--- config.mk ---
export PLATFORM = sky130hd
export DESIGN_NAME = hdm_frame_accum
export DESIGN_NICKNAME = d
export VERILOG_FILES = /design/src/rtl/hdm_pkg.sv /design/src/rtl/hdm_frame_accum.sv
export SDC_FILE = /design/constraint.sdc
export NUM_CORES = 1
export LEC_CHECK = 0
export ABC_AREA = 1
export BUFFER_PORTS_ARGS = -buffer_cell sky130_fd_sc_hd__buf_4
export CORE_MARGIN = 2
export CORE_UTILIZATION = 35
export DETAILED_ROUTE_END_ITERATION = 8
export SYNTH_ARGS = -nofsm -noshare
export SYNTH_HDL_FRONTEND = slang
export SYNTH_SLANG_ARGS = --single-unit
--- constraint.sdc ---
create_clock -name clk -period 1.7 [get_ports clk]
set_input_delay 0.34 -clock clk [delete_from_list [all_inputs] [get_ports clk]]
set_output_delay 0.34 -clock clk [all_outputs]
set_load 0.01 [all_outputs]
--- src/rtl/hdm_pkg.sv ---
// Shared types and width helper for the frame accumulator.
package hdm_pkg;

  typedef enum logic [0:0] {ACCUM, EMIT} hdm_state_e;

  // Width of a frame sum: one extra bit per doubling of the frame length.
  function automatic int sum_w(input int data_w, input int frame_len);
    return data_w + $clog2(frame_len);
  endfunction

endpackage

--- src/rtl/hdm_frame_accum.sv ---
// Frame accumulator: sums FRAME_LEN handshaked samples (or a flushed partial
// frame) and presents each sum over a valid/ready output.
// Optional macro HDM_ODD_CHECK_EN adds out_err, flagging frames that contained
// an even sample (the upstream 2*in+1 stage only ever produces odd values).
module hdm_frame_accum
  import hdm_pkg::*;
#(
  parameter int DATA_W    = 8,
  parameter int FRAME_LEN = 4,
  localparam int SUM_W    = sum_w(DATA_W, FRAME_LEN),
  localparam int CNT_W    = $clog2(FRAME_LEN + 1)
) (
  input  logic              clk,
  input  logic              rst_n,
  input  logic              in_valid,
  output logic              in_ready,
  input  logic [DATA_W-1:0] in_data,
  input  logic              flush,
  output logic              out_valid,
  input  logic              out_ready,
  output logic [SUM_W-1:0]  out_sum,
`ifdef HDM_ODD_CHECK_EN
  output logic              out_err,
`endif
  output logic [CNT_W-1:0]  out_count
);

  hdm_state_e       state, state_n;
  logic [SUM_W-1:0] acc, acc_n;
  logic [CNT_W-1:0] cnt, cnt_n;
  logic             accept, close;
`ifdef HDM_ODD_CHECK_EN
  logic             err, err_n;
`endif

  // Next state, in_ready, and the post-accept running totals used on close.
  always_comb begin
    state_n  = state;
    in_ready = 1'b0;
    accept   = 1'b0;
    close    = 1'b0;
    acc_n    = acc;
    cnt_n    = cnt;
`ifdef HDM_ODD_CHECK_EN
    err_n    = err;
`endif
    unique case (state)
      ACCUM: begin
        in_ready = 1'b1;
        accept   = in_valid;
        if (accept) begin
          acc_n = acc + SUM_W'(in_data);
          cnt_n = cnt + 1'b1;
`ifdef HDM_ODD_CHECK_EN
          err_n = err | ~in_data[0];
`endif
        end
        // A flush on the final accept closes just the one full frame.
        close = (accept && cnt_n == CNT_W'(FRAME_LEN)) ||
                (flush && cnt_n != '0);
        if (close) state_n = EMIT;
      end
      EMIT: begin
        if (out_ready) state_n = ACCUM;
      end
      default: state_n = ACCUM;
    endcase
  end

  // Frame registers: accumulate, latch result on close, hold through EMIT.
  always_ff @(posedge clk or negedge rst_n) begin
    if (!rst_n) begin
      state     <= ACCUM;
      acc       <= '0;
      cnt       <= '0;
      out_valid <= 1'b0;
      out_sum   <= '0;
      out_count <= '0;
`ifdef HDM_ODD_CHECK_EN
      err       <= 1'b0;
      out_err   <= 1'b0;
`endif
    end else begin
      state <= state_n;
      if (state == ACCUM) begin
        if (close) begin
          out_valid <= 1'b1;
          out_sum   <= acc_n;
          out_count <= cnt_n;
          acc       <= '0;
          cnt       <= '0;
`ifdef HDM_ODD_CHECK_EN
          out_err   <= err_n;
          err       <= 1'b0;
`endif
        end else begin
          acc <= acc_n;
          cnt <= cnt_n;
`ifdef HDM_ODD_CHECK_EN
          err <= err_n;
`endif
        end
      end else if (out_ready) begin
        out_valid <= 1'b0;
      end
    end
  end

endmodule

# Word-level counts from Yosys, hierarchy flattened
# Cells that the tools add are included.
dict set report op_classes {
  n_addsub 2
  eq_ne 2
  n_mux 13
  n_bitwise 1
  reduce_logical 7
}
# cell n
set op_table {}
lappend op_table {{two-way mux 10 bit} 2}
lappend op_table {{adder 10 x 8 -> 10 bit} 1}
lappend op_table {{two-way mux 3 bit} 3}
lappend op_table {{two-way mux 1 bit} 7}
lappend op_table {{AND reduction 2 bit} 2}
lappend op_table {{adder 3 x 1 -> 3 bit, second input constant} 1}
lappend op_table {{equality test 3 bit, second input constant} 1}
lappend op_table {{nonzero test 3 bit} 1}
lappend op_table {{logical AND 1 bit} 2}
lappend op_table {{inequality test 2 bit, second input constant} 1}
lappend op_table {{case mux 1 bit (2 select lines)} 1}
lappend op_table {{nonzero test 2 bit} 1}
lappend op_table {{logical OR 1 bit} 1}
lappend op_table {{inverter 1 bit} 1}
dict set report totals {
  reg_bits 28
  inputBits 13
  elab_cells 31
}

# Logic depth before layout (Yosys ltp)
# Gate-level depths: netlist of the first run.
dict set report logic_depth {
  word_depth 9
  depth_mapped 12
  mapped_depth_nobuf 12
}

# Worst setup path before layout of the first run
# OpenSTA, ideal clock, no wires.
dict set report synth_path {
  kind {reg-to-reg}
  from {register acc[0]}
  to {register acc[2]}
  setup_ns 0.131
  arrival_time_ns 1.500
  required_time_ns 1.569
  slack_ns 0.070
  stages_incl_launch_ff 6
  cell_sequence {dfrtp_1 ha_1 fa_1 or2_2 a22oi_1 o21ai_0}
}
dict set report synth_between {
  elab_chain_len 3
}
# element line
set synth_rtl {}
lappend synth_rtl {{start: declaration} hdm_frame_accum.sv:29} ;# logic [SUM_W-1:0] acc, acc_n;
lappend synth_rtl {{start signal: assignment} hdm_frame_accum.sv:97} ;# acc <= acc_n;
lappend synth_rtl {{adder 10 x 8 -> 10 bit} hdm_frame_accum.sv:52} ;# acc_n = acc + SUM_W'(in_data);
lappend synth_rtl {{two-way mux 10 bit} hdm_frame_accum.sv:51} ;# if (accept) begin
lappend synth_rtl {{two-way mux 10 bit} hdm_frame_accum.sv:86} ;# if (close) begin
# Every way passes these cells.
# A chain may end at the register's enable or synchronous reset.

# Worst setup path in the final report of the first run
dict set report layout_path {
  from {register acc[0]}
  to {register out_sum[8]}
}
dict set report layout_between {
  elab_chain_len 2
}
# element line
set layout_rtl {}
lappend layout_rtl {{adder 10 x 8 -> 10 bit} hdm_frame_accum.sv:52}
lappend layout_rtl {{two-way mux 10 bit} hdm_frame_accum.sv:51}
lappend layout_rtl {{end signal: assignment} hdm_frame_accum.sv:88} ;# out_sum <= acc_n;
lappend layout_rtl {{end: declaration} hdm_frame_accum.sv:21} ;# output logic [SUM_W-1:0] out_sum,
# Every way passes these cells.

==> results of run 1 <==
==> worst max-delay path, delay by kind of cell (launching register included) <==
| family | cells | cell delay (ps) |
|---|---|---|
| and+or+nand+nor | 8 | 590 |
| adders and majority gates | 2 | 580 |
| DFF | 1 | 430 |
==> power by group through the flow <==
| stage | Clock, mW | Sequential (mW) | Combinational, mW |
|---|---|---|---|
| after detailed placement | 0 | 1.13 | 1.85 |
| after global routing | 0.567 | 1.18 | 2.43 |
| final | 0.517 | 1.14 | 2.16 |
| after CTS | 0.534 | 1.12 | 1.87 |
| after global placement | 0 | 1.13 | 1.83 |
| after floorplan | 0 | 1.16 | 1.11 |
==> area by class of cell <==
| class | count | area (um2) |
|---|---|---|
| Timing Repair Buffer | 51 | 385 |
| Clock inverter | 1 | 30.0 |
| Multi-Input combinational cell | 170 | 985 |
| Inverter | 23 | 88.8 |
| Fill cell | 461 | 2360 |
| Tap cell | 54 | 67.6 |
| Sequential cell | 28 | 702 |
| Clock buffer | 3 | 41.3 |
==> cells in the final DEF (no fill, tap or decap), types with 3 or more instances in the layout <==
cell,n
a21oi_1,5
nand3_1,10
nand3_2,4
inv_1,20
or2_2,3
nand2_1,90
ha_4,6
o21ai_1,5
clkbuf_8,3
nor2_1,7
nor2_2,3
dfrtp_1,27
o21ai_0,11
nand2_2,6
nand3b_1,3
o22ai_1,3
buf_4,50
==> cell usage after synthesis <==
library cell / count / share of area
nand3b_1: 3 / 0.014
nand3_1: 13 / 0.039
a21boi_0: 1 / 0.0045
o21ai_1: 5 / 0.015
nand3_2: 1 / 0.0060
nand2_1: 97 / 0.22
o21ai_0: 12 / 0.036
inv_1: 21 / 0.047
or2_2: 3 / 0.011
o21ai_2: 1 / 0.0053
clkbuf_1: 1 / 0.0023
buf_4: 3 / 0.014
ha_1: 9 / 0.068
a21oi_1: 5 / 0.015
fa_1: 1 / 0.012
dfrtp_1: 28 / 0.42
nand2_2: 1 / 0.0038
nor2_1: 9 / 0.020
clkinv_1: 1 / 0.0023
o22ai_1: 3 / 0.011
buf_2: 1 / 0.0030
nor2_2: 1 / 0.0038
inv_2: 1 / 0.0023
nand4_1: 1 / 0.0038
a22oi_1: 1 / 0.0045
a22oi_2: 1 / 0.0075
xnor2_1: 2 / 0.011
==> worst paths after layout <==
check	startpoint	end	slack, ps	cells after the start
worst max-delay path	acc[0]	out_sum[8]	6	10
worst min-delay path	out_ready	state	250	2
worst max register to register	acc[0]	out_sum[8]	6	10
worst min register to register	out_sum[5]	out_sum[5]	490	2
max in group asynchronous	rst_n	acc[2]	890	2
min in group asynchronous	rst_n	acc[8]	520	2
==> registers in the layout, summed over array words and instances (netlist names) <==
signal,count
acc,10
cnt,3
out_count,3
out_sum,10
out_valid,1
state,1
==> layer usage <==
metal | wire (um) | up-vias | GRT usage
li1 | - | 825 | -
met1 | 2000 | 691 | 0.235
met2 | 1870 | 34 | 0.224
met3 | 122 | 4 | 0.0207
met4 | 45 | 0 | 0.0617
met5 | 0 | - | 0
==> cell families (layout without fill, tap and decap cells) <==
family,count (synthesis),in the layout,synth area share
simple gates,129,129,0.320
buf+inv,28,78,0.0706
flops,28,28,0.420
xor+xnor,2,2,0.0105
compound gates,29,29,0.0991
fa+ha+maj,10,10,0.0796
==> through the flow <==
| step | util | power (mW) | cell area [um2] | hold slack [ps] |
|---|---|---|---|---|
| 2_1_floorplan | - | 2.27 | 1670 | 44.4 |
| 3_3_place_gp | 0.431 | 2.96 | 2010 | 284 |
| 3_5_place_dp | 0.431 | 2.98 | 2010 | 284 |
| 4_1_cts | 0.451 | 3.53 | 2100 | 244 |
| 5_1_grt | 0.493 | 4.17 | 2300 | 233 |
| 6_report | 0.493 | 3.82 | 2300 | 253 |
==> what timing repair did <==
action                                  in CTS  in global routing
endpoints found under the setup margin       6                 23
hold endpoints to repair                    28                  0
setup buffers                                0                  9
hold buffers                                 1                  0
gates resized for setup                      3                 29
pin swaps                                    0                 10
cloned                                       0                  0
==> results.ini, run 1 <==
[floorplanning]
die_area_mm2=0.00533
fp.dieH_um=73.0
initial_core_util=0.358
ioPinCount=28
core_mm2=0.00466
num_rows=25
die_w_um=73.0

[power]
seqPwrFrac=0.300
leakagePower_nw=1.21
switching_power_mw=1.54
p_int_mw=2.28
pwr-share-comb=0.565
sw_frac_of_total=0.404
p_clk_frac=0.135
peakVddDrop_mv=0.741
power_density_mw_per_mm2=1660

[placed_design]
post-place-cells=316
portBuffers=27
dp_slack_ps=-146
gp_congestion=0.834
hpwlAfterDp_um=2850

[sta]
finalHoldViolations=0
fin_crit_sh=0.997
worst_pin_slew_ps=368
max-slew-margin-rel=0.755
maxSlewViolCount=0
fmax_mhz=590
setup_slack_ps=5.61
rsz0062_at_grt=yes
setup_viol=0
min_period_ps=1690
tns_ps=0
skew_ps=2.28

[global_route]
first_global_vias=1500
grt_pass1_wl_um=6620
grt_usage=0.156
grt_max_degree=29
grt_overflow=0
antenna_found_initial=0

[finish]
layout-drive-gt1-share=0.315
final_cells=330
syn_to_final_growth_pct=38.0
nets=300
insertedDiodeCount=0

[routing]
drc=0
vias=1554
wirelength_um=4040
drtIter0Drc=71
first_pass_iters=4
ant_nets=0
via_per_inst=4.71
wl_per_cell_um=12.2

[worst_setup_path]
endpoint_kind=flip-flop
cp_common_cell=nand2_1
required_ps=1870
worstSetupStartpointType=flip-flop
arrival_ps=1870
crit_type=flip-flop to flip-flop
critPathMaxStageDelay_ps=430
crit_chain=ha_4 > fa_2 > nand3_2 > nand2_4 > nand2_2 > nand3_2 > nand3b_1 > nand2_1 > nand2_1 > nand2_1
slowest_stage=dfrtp_1
cp_max_fo=3

[synth]
synth-seq-area-share=0.420
syn_area_per_cell_um2=7.37
synth_cell_type_count=27
ys_warn_count=0
ys_ff_latch=28
syn_inst=226
syn_area_mm2=0.00167
synthesis.nets=249

[clock_tree]
htreeDepth=1
clkLatencyLatePin_ps=270
root_buffer=clkbuf_8
path_clk_slew_ps=90
cts_num_sinks=28
cts_tree=done
cts_made_buffers=3
clk_path_buf_depth=2

[run]
drv_cap=0

[outcome]
status=completed

[hold_path]
hp-class=primary input to flip-flop

(Power assumes the default switching activity.)
==> run 2: changes to the inputs <==
- BUFFER_PORTS_ARGS: -buffer_cell sky130_fd_sc_hd__buf_4 -> not set
- DONT_BUFFER_PORTS: not set -> 1
- GPL_TIMING_DRIVEN: not set -> 0
==> run 2 against run 1 <==
Compared with the run above:
- combinational power decreased by 21%
- sequential power rose by 8%
- total power decreased by 12%
- maximum frequency increased by 3.3%
- largest cell class unchanged
- die area is the same
- wire length decreased by 6.7%
- first-iteration DRC count fell by 18%
- register-to-register slack improved by 50 ps
==> results.ini, run 2 (synthesized netlist as in run 1, its figures left out) <==
[routing]
drc=0  ; unchanged
via_per_inst=4.77  ; +1.2%
wirelength_um=3770  ; -6.7%
vias=1397  ; -10%
drtIter0Drc=58  ; -18%
ant_nets=0  ; unchanged
wl_per_cell_um=12.9  ; +5.0%
first_pass_iters=4  ; unchanged

[hold_path]
hp-class=primary input to flip-flop

[global_route]
grt_pass1_wl_um=6090  ; -8.1%
grt_usage=0.145  ; -0.0112
grt_max_degree=29  ; unchanged
first_global_vias=1311  ; -13%
grt_overflow=0  ; unchanged
antenna_found_initial=0  ; unchanged

[sta]
max-slew-margin-rel=0.747  ; -0.00801
tns_ps=0  ; unchanged
finalHoldViolations=0  ; unchanged
skew_ps=9.62  ; +7.34 ps
setup_viol=0  ; unchanged
min_period_ps=1640  ; -54.8 ps
fmax_mhz=610  ; +3.3%
worst_pin_slew_ps=380  ; +12.0 ps
rsz0062_at_grt=yes
setup_slack_ps=60.5  ; +54.8 ps
maxSlewViolCount=0  ; unchanged
fin_crit_sh=0.964  ; -0.0323

[power]
power_density_mw_per_mm2=1630  ; -1.6%
peakVddDrop_mv=0.567  ; -23%
leakagePower_nw=1.02  ; -16%

[clock_tree]
path_clk_slew_ps=100  ; about the same
htreeDepth=1  ; unchanged
root_buffer=clkbuf_8
cts_made_buffers=3  ; unchanged
cts_num_sinks=28  ; unchanged
clk_path_buf_depth=2  ; unchanged
clkLatencyLatePin_ps=270  ; about the same
cts_tree=done

[placed_design]
hpwlAfterDp_um=2730  ; -4.2%
gp_congestion=0.837  ; +0.40%
dp_slack_ps=-108  ; +38.4 ps
portBuffers=0  ; -100%

[floorplanning]
ioPinCount=28  ; unchanged
die_area_mm2=0.00533  ; unchanged
initial_core_util=0.358  ; unchanged
core_mm2=0.00466  ; unchanged
die_w_um=73.0  ; unchanged
fp.dieH_um=73.0  ; unchanged
num_rows=25  ; unchanged

[outcome]
status=completed

[finish]
syn_to_final_growth_pct=22.9
top_regs=acc (10), out_sum (10)
insertedDiodeCount=0  ; unchanged
nets=263  ; -12%
layout-drive-gt1-share=0.205  ; -0.110
final_common_cell=nand2_1
mostFrequentLayoutCells=nand2_1, dfrtp_1, inv_1, o21ai_0, nand3_1

[worst_setup_path]
arrival_ps=1800  ; -70 ps
required_ps=1860  ; about the same
critPathMaxStageDelay_ps=420  ; about the same
crit_type=flip-flop to flip-flop
slowest_stage=dfrtp_1
worstSetupStartpointType=flip-flop
cp_common_cell=nand2_1
cp_max_fo=3  ; unchanged
crit_chain=ha_4 > fa_2 > nand3_2 > nand2_4 > nand2_2 > nand3b_1 > nand3_1 > nand2_1 > nand2_1 > nand2_1
endpoint_kind=flip-flop
rrSetupSlack_ps=60  ; +50 ps

[run]
drv_cap=0  ; unchanged

-- run 2: cell count changes in the layout (fill, tap and decap cells not counted), sizes merged --
cell      previous run  this run
buf                 50        12
clkbuf               3         5
bufinv               1         0
clkinv               1         0
clkinvlp             0         1
-- run 2: worst paths after layout --
path / startpoint / to / depth (start not counted)
max in group asynchronous: rst_n / acc[0] / 2
min in group asynchronous: rst_n / out_sum[1] / 2
setup reg to reg: acc[0] / out_sum[6] / 10
hold / removal: out_ready / state / 1
setup / recovery: acc[0] / out_sum[6] / 10
hold reg to reg: acc[9] / acc[9] / 2
-- run 2: critical path, delay by kind of cell, from the launching register on --
kind / cells / cell delay [ps]
flip-flops: 1 / 420
adder cells (fa/ha/maj): 2 / 550
AND/OR/NAND/NOR: 8 / 570
-- run 2: timing repair --
item / 4_1_cts / 5_1_grt
pin swaps: 0 / 5
gates cloned: 0 / 1
hold buffers: 2 / 0
resized for setup: 5 / 28
hold endpoints to repair: 28 / 0
setup buffers: 2 / 4
setup endpoints to repair: 11 / 24
-- run 2: metrics by stage --
| stage | power [mW] | utilization | hold WS, ps | std cells | cell area (um2) |
|---|---|---|---|---|---|
| finish | 3.35 | 0.439 | 146 | 293 | 2050 |
| global route | 3.68 | 0.439 | 142 | 293 | 2050 |
| CTS | 3.07 | 0.396 | 145 | 288 | 1850 |
| detailed placement | 2.57 | 0.372 | 45.0 | 280 | 1730 |
| global placement | 2.56 | 0.372 | 45.0 | 280 | 1730 |
| floorplan | 2.27 | - | 44.4 | 226 | 1670 |
-- run 2: area by class of cell --
class / instances / area [um2]
plain buffers: 5 / 35.0
inverters: 23 / 92.6
fillers: 467 / 2610
clock buffers: 4 / 55.1
flip-flops and latches: 28 / 701
multi-input cells: 170 / 1020
well taps: 54 / 67.6
repair buffers: 9 / 80.1
-- run 2: where the power goes --
group	internal [mW]	switching, mW	total (mW)
combinational	0.730	0.976	1.71
clock	0.207	0.204	0.411
sequential	0.941	0.288	1.23
total	1.88	1.47	3.35
-- run 2: routing by layer --
metal,wire [um],vias to the layer above,global-route usage
li1,-,744,-
met1,1960,637,0.201
met2,1630,14,0.220
met3,147,2,0.0428
met4,33,0,0.0370
met5,0,-,0
